<file path="src/rtl/unified_mem_resp_if.sv">
// Request/response handshake bundle between a pipeline initiator (fetch or MEM stage)
// and the unified memory responder.
interface unified_mem_resp_if #(
  parameter int unsigned ADDR_W = 8
) ();
  logic              req_valid;
  logic              req_ready;
  logic              req_we;
  logic [2:0]        req_funct3;
  logic [ADDR_W-1:0] req_addr;
  logic [31:0]       req_wdata;
  logic              rsp_valid;
  logic              rsp_ready;
  logic [31:0]       rsp_rdata;
  logic              rsp_err;

  modport master (
    output req_valid, req_we, req_funct3, req_addr, req_wdata, rsp_ready,
    input  req_ready, rsp_valid, rsp_rdata, rsp_err
  );

  modport slave (
    input  req_valid, req_we, req_funct3, req_addr, req_wdata, rsp_ready,
    output req_ready, rsp_valid, rsp_rdata, rsp_err
  );
endinterface

</file>
<file path="src/rtl/unified_mem_resp.sv">
// Unified instruction/data memory responder: RV32I byte/half/word loads and stores, one response per request.
// Optional statistics counters are built when MEM_RESP_STATS_EN is defined; otherwise stat_* read as 0.
module unified_mem_resp #(
  parameter int unsigned ADDR_W = 8
) (
  input  logic                clk,
  input  logic                rst,
  unified_mem_resp_if.slave   bus,
  output logic [15:0]         stat_rd,
  output logic [15:0]         stat_wr,
  output logic [15:0]         stat_err
);
  localparam int unsigned WORD_W = ADDR_W - 2;
  localparam int unsigned DEPTH  = 1 << WORD_W;

  typedef enum logic {IDLE, RESP} state_t;

  state_t            state_q, state_d;
  logic [31:0]       mem [DEPTH];
  logic              accept_c;
  logic [WORD_W-1:0] idx;
  logic [1:0]        lane;
  logic [1:0]        size;
  logic              legal, misal, err_c;
  logic [31:0]       rd_word, shifted, ext;
  logic [3:0]        be;
  logic [31:0]       wd_sh;
  logic [31:0]       rdata_q;
  logic              err_q;

  // Next-state and handshake outputs
  always_comb begin
    state_d       = state_q;
    bus.req_ready = 1'b1;
    bus.rsp_valid = 1'b0;
    case (state_q)
      IDLE: begin
        if (bus.req_valid) state_d = RESP;
      end
      RESP: begin
        bus.rsp_valid = 1'b1;
        bus.req_ready = bus.rsp_ready;
        if (bus.rsp_ready && !bus.req_valid) state_d = IDLE;
      end
      default: state_d = IDLE;
    endcase
  end

  assign accept_c = bus.req_valid & bus.req_ready;

  // Request decode, load extraction and store lane steering
  always_comb begin
    idx   = bus.req_addr[ADDR_W-1:2];
    lane  = bus.req_addr[1:0];
    size  = bus.req_funct3[1:0];
    if (bus.req_we) legal = !bus.req_funct3[2] && (size != 2'b11);
    else            legal = (size != 2'b11) && !(bus.req_funct3[2] && size == 2'b10);
    misal = (size == 2'b01 && lane[0]) || (size == 2'b10 && lane != 2'b00);
    err_c = !legal || misal;

    rd_word = mem[idx];
    shifted = rd_word >> {lane, 3'b000};
    case (size)
      2'b00:   ext = bus.req_funct3[2] ? {24'b0, shifted[7:0]}  : {{24{shifted[7]}},  shifted[7:0]};
      2'b01:   ext = bus.req_funct3[2] ? {16'b0, shifted[15:0]} : {{16{shifted[15]}}, shifted[15:0]};
      default: ext = shifted;
    endcase

    case (size)
      2'b00:   be = 4'b0001 << lane;
      2'b01:   be = 4'b0011 << lane;
      default: be = 4'b1111;
    endcase
    wd_sh = bus.req_wdata << {lane, 3'b000};
  end

  // Storage has no reset; stores commit at their accepting edge
  always_ff @(posedge clk) begin
    if (accept_c && bus.req_we && !err_c) begin
      for (int b = 0; b < 4; b++) begin
        if (be[b]) mem[idx][8*b +: 8] <= wd_sh[8*b +: 8];
      end
    end
  end

  // State and response registers
  always_ff @(posedge clk or negedge rst) begin
    if (!rst) begin
      state_q <= IDLE;
      rdata_q <= '0;
      err_q   <= 1'b0;
    end else begin
      state_q <= state_d;
      if (accept_c) begin
        err_q   <= err_c;
        rdata_q <= (err_c || bus.req_we) ? 32'd0 : ext;
      end
    end
  end

  assign bus.rsp_rdata = rdata_q;
  assign bus.rsp_err   = err_q;

`ifdef MEM_RESP_STATS_EN
  logic [15:0] rd_cnt_q, wr_cnt_q, err_cnt_q;

  // Saturating per-class counters, bumped at the accepting edge
  always_ff @(posedge clk or negedge rst) begin
    if (!rst) begin
      rd_cnt_q  <= '0;
      wr_cnt_q  <= '0;
      err_cnt_q <= '0;
    end else if (accept_c) begin
      if (err_c) begin
        if (err_cnt_q != 16'hFFFF) err_cnt_q <= err_cnt_q + 16'd1;
      end else if (bus.req_we) begin
        if (wr_cnt_q != 16'hFFFF) wr_cnt_q <= wr_cnt_q + 16'd1;
      end else begin
        if (rd_cnt_q != 16'hFFFF) rd_cnt_q <= rd_cnt_q + 16'd1;
      end
    end
  end

  assign stat_rd  = rd_cnt_q;
  assign stat_wr  = wr_cnt_q;
  assign stat_err = err_cnt_q;
`else
  assign stat_rd  = '0;
  assign stat_wr  = '0;
  assign stat_err = '0;
`endif
endmodule

</file>
<file path="src/flat_wrapper.sv">
// flat-port wrapper written by rule: the top's interface ports become plain ports
module unified_mem_resp_flat 
#(
  parameter int unsigned ADDR_W = 8
)
  (clk, rst, stat_rd, stat_wr, stat_err, bus_req_valid, bus_req_we, bus_req_funct3, bus_req_addr, bus_req_wdata, bus_rsp_ready, bus_req_ready, bus_rsp_valid, bus_rsp_rdata, bus_rsp_err);
  unified_mem_resp_if #(.ADDR_W(ADDR_W)) bus_i ();
  input  logic clk;
  input  logic rst;
  output logic [15:0] stat_rd;
  output logic [15:0] stat_wr;
  output logic [15:0] stat_err;
  input wire logic [$bits(bus_i.req_valid)-1:0] bus_req_valid;
  input wire logic [$bits(bus_i.req_we)-1:0] bus_req_we;
  input wire logic [$bits(bus_i.req_funct3)-1:0] bus_req_funct3;
  input wire logic [$bits(bus_i.req_addr)-1:0] bus_req_addr;
  input wire logic [$bits(bus_i.req_wdata)-1:0] bus_req_wdata;
  input wire logic [$bits(bus_i.rsp_ready)-1:0] bus_rsp_ready;
  output wire logic [$bits(bus_i.req_ready)-1:0] bus_req_ready;
  output wire logic [$bits(bus_i.rsp_valid)-1:0] bus_rsp_valid;
  output wire logic [$bits(bus_i.rsp_rdata)-1:0] bus_rsp_rdata;
  output wire logic [$bits(bus_i.rsp_err)-1:0] bus_rsp_err;
  assign bus_i.req_valid = bus_req_valid;
  assign bus_i.req_we = bus_req_we;
  assign bus_i.req_funct3 = bus_req_funct3;
  assign bus_i.req_addr = bus_req_addr;
  assign bus_i.req_wdata = bus_req_wdata;
  assign bus_i.rsp_ready = bus_rsp_ready;
  assign bus_req_ready = bus_i.req_ready;
  assign bus_rsp_valid = bus_i.rsp_valid;
  assign bus_rsp_rdata = bus_i.rsp_rdata;
  assign bus_rsp_err = bus_i.rsp_err;
  unified_mem_resp #(.ADDR_W(ADDR_W)) u_core (.clk(clk), .rst(rst), .bus(bus_i), .stat_rd(stat_rd), .stat_wr(stat_wr), .stat_err(stat_err));
endmodule
</file>
<file path="config.mk">
export PLATFORM = sky130hd
export DESIGN_NAME = unified_mem_resp_flat
export DESIGN_NICKNAME = d
export VERILOG_FILES = /design/src/rtl/unified_mem_resp_if.sv /design/src/rtl/unified_mem_resp.sv /design/src/flat_wrapper.sv
export SDC_FILE = /design/constraint.sdc
export NUM_CORES = 2
export LEC_CHECK = 0
export ABC_CLOCK_PERIOD_IN_PS = 3700
export BUFFER_PORTS_ARGS = -buffer_cell sky130_fd_sc_hd__buf_2
export CELL_PAD_IN_SITES_DETAIL_PLACEMENT = 0
export CELL_PAD_IN_SITES_GLOBAL_PLACEMENT = 1
export CORE_MARGIN = 2
export CORE_UTILIZATION = 55
export CTS_CLUSTER_SIZE = 25
export DETAILED_ROUTE_END_ITERATION = 8
export PLACE_DENSITY_LB_ADDON = 0.1
export SETUP_SLACK_MARGIN = 0.4
export SLEW_MARGIN = 20
export SYNTH_ARGS = -nofsm -noshare
export SYNTH_HDL_FRONTEND = slang
export SYNTH_SLANG_ARGS = --single-unit
</file>
<file path="constraint.sdc">
create_clock -name clk -period 3.7 [get_ports clk]
set_clock_uncertainty 0.15 [all_clocks]
set_input_delay 0.74 -clock clk [delete_from_list [all_inputs] [get_ports clk]]
set_output_delay 0.74 -clock clk [all_outputs]
set_load 0.01 [all_outputs]
</file>
* Word-level counts from Yosys, hierarchy flattened *
Memories as Yosys holds them, arrays and structs flattened.
Cells that the tools add are included.

word-level totals
  register bits = 34
  memory bits (writable) = 2,048
  input bits = 48
  output and inout bits = 83
  logic and storage cells = 54
  memories kept = 1

memories
  name        depth  width  rd ports  clocked after memory_dff  wr ports  RTL line                source
  u_core.mem  64     32     1         0                         1         unified_mem_resp.sv:19  logic [31:0] mem [DEPTH];

cells by class
  equal/unequal tests = 3
  shift operators = 4
  mux-type cells = 23
  bitwise logic cells = 2
  reductions and logical operators = 18

operators with widths
  kind                   count
  $mux W32               3
  $pmux W32 S2           1
  $shl A32 B5 Y32        1
  $shr A32 B5 Y32        1
  $mux W1                17
  $logic_and A1 B1 Y1    8
  $pmux W4 S2            1
  $logic_not A1 Y1       5
  $shl A1 B2 Y4 const A  1
  $shl A2 B2 Y4 const A  1
  $logic_or A1 B1 Y1     3
  $eq A2 B1 Y1 const B   1
  $eq A2 B2 Y1 const B   1
  $logic_not A2 Y1       1
  $ne A2 B2 Y1 const B   1
  $pmux W1 S2            1
  $reduce_bool A2 Y1     1
  $and A1 B1 Y1          1
  $not A1 Y1             1

* Longest topological paths before layout *
  depth after elaboration = 11
  depth in mapped cells = 15
  mapped depth without buffers = 8

* Worst setup path after synthesis *
No wires, ideal clock.

  path type = in2reg
  start = in bus_req_addr[1]
  end = mem u_core.mem[0][16], data pin
  library setup time = 0.702 ns
  arrival time = 4.092 ns
  data required time = 2.848 ns
  path slack = -1.244 ns
  stages on the path = 4
  path buffers = 2
  cells stage by stage = clkbuf_1 clkbuf_1 mux2i_1 o21ai_0

between the ends
  longest elaborated chain between the ends = 1

ends and longest elaborated chain
  element                     RTL line                source
  start, declared             flat_wrapper.sv:16      input wire logic [$bits(bus_i.req_addr)-1:0] bus_req_addr;
  $shl A32 B5 Y32             unified_mem_resp.sv:74  wd_sh = bus.req_wdata << {lane, 3'b000};
  named net u_core.wd_sh[16]  unified_mem_resp.sv:27  logic [31:0] wd_sh;
  end, declared               unified_mem_resp.sv:19

The timed path passes the listed nets, and every way through them passes these cells.

* Worst setup path after layout *
  start = in bus_req_addr[4]
  end = reg u_core.rdata_q[1] (netlist: u_core.bus.rsp_rdata[1])

between the ends
  longest elaborated chain between the ends = 5
  elaborated cells on any way between the ends = 6
  those cells by class = shift (1); mux (4); memory (1)

ends and longest elaborated chain
  element                             RTL line                                        source
  $mem_v2 Z64 W32 *                   -
  $shr A32 B5 Y32 *                   unified_mem_resp.sv:62                          shifted = rd_word >> {lane, 3'b000};
  $mux W32, on equally long branches  unified_mem_resp.sv:65, unified_mem_resp.sv:64
  $pmux W32 S2 *                      unified_mem_resp.sv:63                          case (size)
  $mux W32 *                          unified_mem_resp.sv:96                          rdata_q <= (err_c || bus.req_we) ? 32'd0 : ext;
  end signal, assigned                unified_mem_resp.sv:96
  end, declared                       unified_mem_resp.sv:28                          logic [31:0] rdata_q;

Every way passes the cells marked *; elsewhere a longest branch is shown, timed or not.
A chain may end at the register's enable or synchronous reset.

==> qor.yml <==
status: "finished clean"
grt_pass1_wl_um: 390000
cpPeakStageDelay_ns: 0.60
synth_area_um2: 80700
cts_setup_buffers: 0
numCtsBuffers: 202
port_buffers: 82
hold_path_class: "primary input to flop"
path_max_fanout: 22
arrival_ns: 3.94
die_w_um: 387
drc: 0
powerDensity_nw_per_um2: 517
cts_root_buffer: "clkbuf_16"
htreeDepth: 4
p_sw_mw: 11.4
ys_types: 86
core-area_um2: 146000
ys.warnings.count: 0
min_period_over_period_pct: 91.3
path_class: "primary input to flop"
end_kind: "flop"
combinationalPowerShare_pct: 6.9
fin_crit_ns: 3.38
relSlewSlack_pct: 26.9
p_seq_share_pct: 51.5
critPathRequiredTime_ns: 4.26
cp_slowest_cell: "a2111oi_2"
grt_max_degree: 65
rr_startpoint: "u_core.mem[2][25]"
nNetsFinal: 5716
max_freq_ghz: 0.296
ios: 131
cts_buffer_depth: 3
firstDrtPassIters: 9
intPower_mw: 39.3
crit_start: "bus_req_addr[4]"
final_cell_count_no_fill: 7764
fp-row-count: 140
clock-sinks: 2082
initial_core_util_pct: 55.4
antenna_found_initial: 22
drive_gt1_share_pct: 26.9
start_kind: "primary input"
area_growth_pct: 21.4
synthArstFlopShare_pct: 1.63
wire_per_inst_um: 36.3
route.vias.total: 52381
setup_viol: 0
die_area_um2: 150000
detail-route-antenna-nets: 0
synth_edf_count: 2048
rsz0062_at_grt: "true"
via_per_inst: 6.75
whs_ns: 0.0852
seq_area_um2: 62300
yosysSeqAreaShare_pct: 77.3
ys_ff_latch: 2082
ir_drop_uv: 482
multi_input_area_um2: 16900
grt_pass1_vias: 49966
tightest_slew_ns: 1.09
drt_iter0_drc: 8540
p_leak_nw: 33.8
grt_remaining_overflow: 0
crit_top_cell: "buf_4"
fill_cells: 9987
finalHoldViolCount: 0
clock_latency_ns: 0.87
reg2regPathDepth: 9
dp_hpwl_um: 193000
switching_share_pct: 22.5
clockPowerShare_pct: 41.5
slew_violations: 0
cap_violations: 0
synth_area_per_cell_um2: 17.0
synth_flop_cell: "edfxtp_1"
clk_transition_reported_paths_ns: 0.06
place_congestion: 0.947
place_inst: 7379
die_y_um: 387
r2r-end: "u_core.bus.rsp_rdata[1]"
final.setup.tns_ns: 0
reg2reg_slack_ns: 0.50
cts_tree: "built"
power_mw: 50.7
drt-total-wl_um: 282000
endpoint: "u_core.bus.rsp_rdata[1]"
grt_use_total_pct: 37.4
syn_inst: 4736
path_cells: "buf_8 -> buf_4 -> buf_4 -> nor2_4 -> buf_4 -> o2bb2ai_1 -> a211oi_1 -> o32ai_2 -> a2111oi_2 -> buf_4 -> nand2_1 -> a21boi_0 -> o31ai_1"
==> area by class of cell <==
type                            instances  share of cell area, %
Antenna cell                            6                 0.0153
Clock buffer                          240                   5.30
Clock inverter                        137                   1.59
Inverter                               18                 0.0702
Multi-Input combinational cell       2294                   17.2
Sequential cell                      2082                   63.6
Tap cell                             1917                   2.45
Timing Repair Buffer                 1070                   9.71
==> power by group through the flow <==
stage / Clock [mW] / Sequential (mW) / Combinational [mW]
floorplan: 0 / 26.6 / 1.46
global placement: 0 / 26.6 / 3.34
detailed placement: 0 / 26.6 / 3.38
CTS: 21.1 / 26.1 / 3.40
global route: 22.0 / 26.1 / 3.59
finish: 21.0 / 26.1 / 3.52
==> worst min-delay path by stage <==
stage | slack [ns] | start | to | cells past startpoint
after floorplan | 0.29 | rst | u_core.bus.rsp_err | 0
after global placement | 0.33 | u_core.bus.rsp_rdata[7] | u_core.bus.rsp_rdata[7] | 2
after detailed placement | 0.33 | u_core.bus.rsp_rdata[7] | u_core.bus.rsp_rdata[7] | 2
after CTS | 0.04 | bus_rsp_ready | u_core.state_q | 3
after global routing | 0.08 | bus_rsp_ready | u_core.state_q | 3
final | 0.09 | bus_rsp_ready | u_core.state_q | 3
==> logic make-up after synthesis <==
family | share of synthesized area, %
buf+inv | 2.64
flops | 77.3
compound gates | 10.9
other cells | 0.00465
simple gates | 4.81
mux | 4.44
==> stage by stage <==
step,worst slack (ns),cell area (um^2),util [%]
global placement,-0.947,91100,62.5
global route,0.402,98000,67.2
floorplan,-0.368,81000,-
CTS,0.403,97900,67.2
finish,0.322,98000,67.2
detailed placement,-0.678,91100,62.5
==> cell usage after synthesis, types with 28 or more instances <==
master,instances,area (um^2)
o21ai_0,83,415
a222oi_1,28,280
a21oi_1,96,480
dfrtp_1,34,851
mux2_2,86,968
clkbuf_1,103,387
nor2_1,325,1220
a31oi_1,81,507
a22oi_1,374,2810
nand3_1,40,200
o22ai_1,50,313
a22o_1,108,946
buf_1,33,124
edfxtp_1,2048,61500
a221oi_1,122,1070
mux4_2,33,743
buf_4,75,563
a221o_1,37,370
nand4b_1,30,263
nand4_1,36,225
buf_2,162,811
nand2_1,175,657
mux2i_1,182,1820
==> metal layers <==
| metal | routed length (um) | up-vias | track usage (%) |
|---|---|---|---|
| met5 | 92 | - | 0 |
| met4 | 16900 | 14 | 19.6 |
| met3 | 35200 | 724 | 10.1 |
| met2 | 126000 | 3731 | 55.7 |
| met1 | 104000 | 26701 | 50.9 |
| li1 | - | 21211 | - |
==> state kept, by name, indices dropped and copies added (netlist names) <==
| register | flops |
|---|---|
| u_core.state_q | 1 |
| u_core.bus.rsp_err | 1 |
| u_core.mem | 2048 |
| u_core.bus.rsp_rdata | 32 |
==> cell usage in the layout, fill, tap and decap left out, types with 81 or more instances in the layout <==
master and n:
a22oi_1 374, a31oi_1 81, a221oi_1 121, clkbuf_16 202, mux2_2 86, a22o_1 108, nor2_1 311, buf_12 130
edfxtp_1 2048, a21oi_1 88, buf_4 854, nand2_1 173, mux2i_1 182
==> critical path: cells and delay by family <==
kind | cells | cell delay [ns]
buffers and inverters | 5 | 1.15
AO/OA/AOI/OAI | 6 | 1.77
AND/OR/NAND/NOR | 2 | 0.22
==> timing repair <==
item,in CTS,in global routing
gates resized for setup,5,15
pin swaps,0,2
hold buffers,2,0
endpoints found under the setup margin,18,17
hold endpoints to repair,36,0
Power figures use the tool's default switching activity.
